===== src/rtl/exception_ctrl.sv =====
// Commit-stage exception sequencer: owns CP0 EPC/EXL/Cause/BadVAddr and sequences
// flush and fetch redirect for exceptions, interrupts and ERET.
module exception_ctrl #(
  parameter logic [31:0] EXC_VECTOR   = 32'hBFC00380,
  parameter int unsigned FLUSH_CYCLES = 2
) (
  input  logic        clk,
  input  logic        reset,
  input  logic        commit_valid,
  output logic        commit_ready,
  input  logic [31:0] commit_pc,
  input  logic        commit_bd,
  input  logic        commit_exception,
  input  logic [4:0]  commit_exccode,
  input  logic [31:0] commit_badvaddr,
  input  logic        commit_eret,
  input  logic [5:0]  int_pending,
  input  logic        status_ie,
  output logic        flush,
  output logic        redirect_valid,
  output logic [31:0] redirect_pc,
  input  logic        redirect_ready,
  output logic [31:0] epc,
  output logic        exl,
  output logic [4:0]  cause_exccode,
  output logic        cause_bd,
  output logic [31:0] badvaddr
);

  localparam logic [1:0] StIdle     = 2'd0;
  localparam logic [1:0] StFlush    = 2'd1;
  localparam logic [1:0] StRedirect = 2'd2;

  localparam logic [3:0] FlushLoad = 4'(FLUSH_CYCLES - 1);

  localparam logic [4:0] ExcAdEL = 5'd4;
  localparam logic [4:0] ExcAdES = 5'd5;

  logic [1:0]  state_q, state_d;
  logic [3:0]  cnt_q, cnt_d;
  logic        flush_q, flush_d;
  logic        rv_q, rv_d;
  logic [31:0] rpc_q, rpc_d;
  logic [31:0] epc_q, epc_d;
  logic        exl_q, exl_d;
  logic [4:0]  code_q, code_d;
  logic        bd_q, bd_d;
  logic [31:0] bva_q, bva_d;

  logic        take_int;
  logic        take_exc;
  logic        accept;
  logic        start;
  logic [4:0]  exc_code;

  assign take_int = status_ie & ~exl_q & (|int_pending);
  assign take_exc = take_int | commit_exception;
  assign accept   = (state_q == StIdle) & commit_valid;
  assign exc_code = take_int ? 5'd0 : commit_exccode;

  always_comb begin
    state_d = state_q;
    cnt_d   = cnt_q;
    flush_d = flush_q;
    rv_d    = rv_q;
    rpc_d   = rpc_q;
    epc_d   = epc_q;
    exl_d   = exl_q;
    code_d  = code_q;
    bd_d    = bd_q;
    bva_d   = bva_q;
    start   = 1'b0;

    case (state_q)
      StIdle: begin
        if (accept) begin
          if (take_exc) begin
            start  = 1'b1;
            code_d = exc_code;
            rpc_d  = EXC_VECTOR;
            // Nested exceptions keep the original return point.
            if (!exl_q) begin
              epc_d = commit_bd ? (commit_pc - 32'd4) : commit_pc;
              bd_d  = commit_bd;
              exl_d = 1'b1;
            end
            if ((exc_code == ExcAdEL) || (exc_code == ExcAdES)) begin
              bva_d = commit_badvaddr;
            end
          end else if (commit_eret) begin
            start = 1'b1;
            exl_d = 1'b0;
            rpc_d = epc_q;
          end
        end
        if (start) begin
          state_d = StFlush;
          cnt_d   = FlushLoad;
          flush_d = 1'b1;
        end
      end
      StFlush: begin
        if (cnt_q == 4'd0) begin
          state_d = StRedirect;
          flush_d = 1'b0;
          rv_d    = 1'b1;
        end else begin
          cnt_d = cnt_q - 4'd1;
        end
      end
      StRedirect: begin
        if (redirect_ready) begin
          state_d = StIdle;
          rv_d    = 1'b0;
        end
      end
      default: begin
        state_d = StIdle;
        flush_d = 1'b0;
        rv_d    = 1'b0;
      end
    endcase
  end

  always_ff @(posedge clk or posedge reset) begin
    if (reset) begin
      state_q <= StIdle;
      cnt_q   <= 4'd0;
      flush_q <= 1'b0;
      rv_q    <= 1'b0;
      rpc_q   <= 32'd0;
      epc_q   <= 32'd0;
      exl_q   <= 1'b0;
      code_q  <= 5'd0;
      bd_q    <= 1'b0;
      bva_q   <= 32'd0;
    end else begin
      state_q <= state_d;
      cnt_q   <= cnt_d;
      flush_q <= flush_d;
      rv_q    <= rv_d;
      rpc_q   <= rpc_d;
      epc_q   <= epc_d;
      exl_q   <= exl_d;
      code_q  <= code_d;
      bd_q    <= bd_d;
      bva_q   <= bva_d;
    end
  end

  assign commit_ready   = (state_q == StIdle);
  assign flush          = flush_q;
  assign redirect_valid = rv_q;
  assign redirect_pc    = rpc_q;
  assign epc            = epc_q;
  assign exl            = exl_q;
  assign cause_exccode  = code_q;
  assign cause_bd       = bd_q;
  assign badvaddr       = bva_q;

endmodule


===== config.mk =====
export PLATFORM = sky130hd
export DESIGN_NAME = exception_ctrl
export DESIGN_NICKNAME = d
export VERILOG_FILES = /design/src/rtl/exception_ctrl.sv
export SDC_FILE = /design/constraint.sdc
export NUM_CORES = 1
export LEC_CHECK = 0
export CORE_ASPECT_RATIO = 1.4
export CORE_MARGIN = 3
export CORE_UTILIZATION = 45
export DETAILED_ROUTE_END_ITERATION = 12
export PLACE_DENSITY = 0.82
export SYNTH_ARGS = -nofsm -noshare
export SYNTH_HDL_FRONTEND = slang
export SYNTH_SLANG_ARGS = --single-unit

===== constraint.sdc =====
create_clock -name clk -period 9.6 [get_ports clk]
set_input_delay 2.88 -clock clk [delete_from_list [all_inputs] [get_ports clk]]
set_output_delay 2.88 -clock clk [all_outputs]
set_load 0.01 [all_outputs]

==> results.md <==
• **library cell with the largest summed area after synthesis** sky130_fd_sc_hd__dfrtp_1
• **Max stage delay cell, worst path** sky130_fd_sc_hd__and4b_2
• **first-pass GRT wire length** 20700 um
• **mean instance size in the synthesized netlist** 12.4 um^2
• **Die X** 94.5 um
• **largest vdd supply drop** 0.141 mV
• **cell area power density** 277 mW/mm^2
• **DR DRC count** 0
• **weighted congestion reported at the end of routability-driven placement** 0.820
• **Fin Setup TNS** 0 ps
• **Iteration-0 DRC Markers** 95
• **post-synthesis instance area** 0.00493 mm^2
• **Seq/Total Area, Yosys** 56.3%
• **detailed placement HPWL** 9910 um
• **RSZ-0062 raised after global routing** false
• **proportion of register bits with asynchronous set or reset after synthesis** 100%
• **net count after synthesis** 485
• **FP Rows** 44
• **top cell family by delay on the critical path** simple AND/OR/NAND/NOR gates
• **Inserted Diodes** 0
• **clock-pin slew on the worst setup and hold paths** 70 ps
• **worst-margin pin slew** 1080 ps
• **I/O Buffers** 188
• **Worst Setup End Kind** register
• **clock tree skew after final layout** 9.44 ps
• **startpoint class of the critical path** primary input
• **initial core utilization** 46.9%
• **# IOs** 189
• **Max-cap violations** 0
• **clock sink count** 111
• **maximum number of pins on one net before global-route repair** 78
• **area of the die** 0.0123 mm^2
• **Placement Setup Slack** 3800 ps
• **final worst path period share** 56.6%
• **antenna violations before repair** 0
• **crit path time final** 5430 ps
• **status** finished, final reports clean
• **instance area after placement** 0.00691 mm^2
• **clock tree from TritonCTS** done
• **Clock Tree Root** sky130_fd_sc_hd__clkbuf_16
• **most used cells in the layout excluding fill and tap cells** sky130_fd_sc_hd__clkdlybuf4s50_1, sky130_fd_sc_hd__dfrtp_1, sky130_fd_sc_hd__nand2_1, sky130_fd_sc_hd__mux2_4
• **final standard cell count with taps included and fillers excluded** 726
• **required time of the critical path** 9830 ps
• **Buf+Inv Stages, Crit Path** 1
• **Leak** 2.99 nW
• **vias in the first global route** 3991
• **number of buffers inserted during clock tree synthesis** 9
• **HP Class** register to register
• **count of hold-fix buffers inserted at cts** 0
• **Synth area leaders** sky130_fd_sc_hd__dfrtp_1, sky130_fd_sc_hd__mux2_4, sky130_fd_sc_hd__xnor2_1
• **Yosys cell types** 44
• **Tot Pwr** 2.01 mW
• **dominant register cell in the synthesized netlist** sky130_fd_sc_hd__dfrtp_1
• **cts repair resizes** 0
• **routed wire length** 13400 um
• **overall track demand over capacity in global routing** 21.8%
• **Synth Register Bits** 111
• **startpoint-to-endpoint class of the critical path** primary input to register
• **crit-path max cell delay** 1010 ps
• **via count** 3910
• **cells along the critical path** clkdlybuf4s50_1 -> nor4_2 -> a21oi_2 -> nor3b_4 -> and4b_2 -> mux2_2
• **post-synth top area share** 56.3%
• **layout filler cell count** 759
• **clock tree buffer depth** 2
• **final worst setup slack** 4170 ps
• **global-route congestion overflow total** 0
• **final routed wire length divided by cell count** 18.4 um
• **count of flip-flops with a built-in enable after synthesis** 0
• **layout overhead on the synthesized area** 46.6%
• **Post-layout nets** 669
• **Core Box Area** 0.0105 mm^2
• **setup bufs post-CTS** 0
• **final-report hold violation count** 0
• **clock latency of the later-clocked register in the worst-skew pair** 350 ps
• **number of pins exceeding their max-slew limit in the final report** 0
• **Yosys warning count** 0
• **slew margin rel.** 27.6%
• **Syn Inst Count** 399
• **share of layout cells above drive strength 1** 12.2%
• **total setup violations reported at the end of the flow** 0
• **placed instance count** 710
• **most common library cell in the layout ignoring fill and taps** sky130_fd_sc_hd__clkdlybuf4s50_1
• **number of nets with antenna violations after detailed routing** 0
• **number of vias per cell** 5.39
• **drt first pass iters** 5
• **maximum fanout encountered on the critical timing path** 32
• **Critical Path AT** 5660 ps
• **maximum level of the CTS H-tree** 3
• **final design instance area without fill** 0.00723 mm^2
• **floorplan die height** 130 um
• **Fmax achieved** 184 MHz
==> cell usage after synthesis, types with 2 or more instances <==
library cell,n
sky130_fd_sc_hd__dfrtp_1,111
sky130_fd_sc_hd__nand2_1,40
sky130_fd_sc_hd__mux2_4,30
sky130_fd_sc_hd__o21ai_0,26
sky130_fd_sc_hd__xnor2_1,26
sky130_fd_sc_hd__a22o_1,25
sky130_fd_sc_hd__nor2_1,19
sky130_fd_sc_hd__nor3_1,15
sky130_fd_sc_hd__o22a_1,12
sky130_fd_sc_hd__nor4_1,10
sky130_fd_sc_hd__clkbuf_1,9
sky130_fd_sc_hd__mux2_2,7
sky130_fd_sc_hd__inv_1,6
sky130_fd_sc_hd__o21ai_1,6
sky130_fd_sc_hd__nand2b_1,5
sky130_fd_sc_hd__nand3_1,5
sky130_fd_sc_hd__or3_1,5
sky130_fd_sc_hd__buf_2,4
sky130_fd_sc_hd__buf_12,3
sky130_fd_sc_hd__ha_1,3
sky130_fd_sc_hd__nor4b_2,3
sky130_fd_sc_hd__xor2_1,3
sky130_fd_sc_hd__a21o_1,2
sky130_fd_sc_hd__a21oi_1,2
sky130_fd_sc_hd__buf_6,2
sky130_fd_sc_hd__o21ai_2,2
==> area by class of cell <==
type,count,area (um^2),share of cell area [%]
Tap cell,138,173,2.39
Clock buffer,9,225,3.11
Timing Repair Buffer,191,1900,26.3
Clock inverter,7,97.6,1.35
Sequential cell,111,2780,38.4
Inverter,6,25.0,0.346
Multi-Input combinational cell,264,2030,28.1
==> worst paths after layout <==
check	from	endpoint	slack (ps)	cells past startpoint
setup / recovery	int_pending[0]	badvaddr[31]$_DFFE_PP0P_	4170	6
hold reg to reg	flush$_DFFE_PP0P_	flush$_DFFE_PP0P_	480	2
setup reg to reg	state_q[0]$_DFFE_PP0P_	badvaddr[31]$_DFFE_PP0P_	6830	4
hold / removal	flush$_DFFE_PP0P_	flush$_DFFE_PP0P_	480	2
max in group asynchronous	reset	badvaddr[5]$_DFFE_PP0P_	5350	3
min in group asynchronous	reset	badvaddr[24]$_DFFE_PP0P_	2900	2
==> where the power goes <==
part,internal [mW],switching [mW],leakage [nW]
Clock,0.229,0.170,0.152
Combinational,0.486,0.333,1.43
Sequential,0.653,0.135,1.41
==> state kept, by name, indices dropped and copies added (netlist names) <==
register / flops
epc: 32
exl: 1
badvaddr: 32
redirect_valid: 1
cnt_q: 4
cause_bd: 1
redirect_pc: 32
state_q: 2
flush: 1
cause_exccode: 5
==> routing by layer <==
layer  share of wire [%]  vias to the layer above  global-route usage [%]  wire [um]
li1                    -                     1806                       -          -
met1                  39                     1900                    26.9       5170
met2                  49                      182                    36.3       6590
met3                 9.6                       22                    5.88       1280
met4                 2.6                        0                    8.75        344
met5                   0                        -                       0          0
==> logic make-up after synthesis <==
kind of cell	synth area share, %
xor gates and xnor gates	5.15
muxes	10.7
AOI/OAI and AO/OA	11.4
buffers and inverters	3.22
DFF	56.3
and+or+nand+nor	12.4
adders and majority gates	0.761
==> worst min-delay path: stages, from the launching register on <==
cell and delay (ps):
sky130_fd_sc_hd__dfrtp_1 350, sky130_fd_sc_hd__nand2_1 50, sky130_fd_sc_hd__nand2_1 50
==> through the flow <==
stage | util [%] | hold slack (ps)
finish | 68.8 | 483
global route | 68.8 | 510
CTS | 68.8 | 486
detailed placement | 65.7 | 469
global placement | 65.7 | 461
floorplan | - | 492
(Power assumes the default switching activity.)
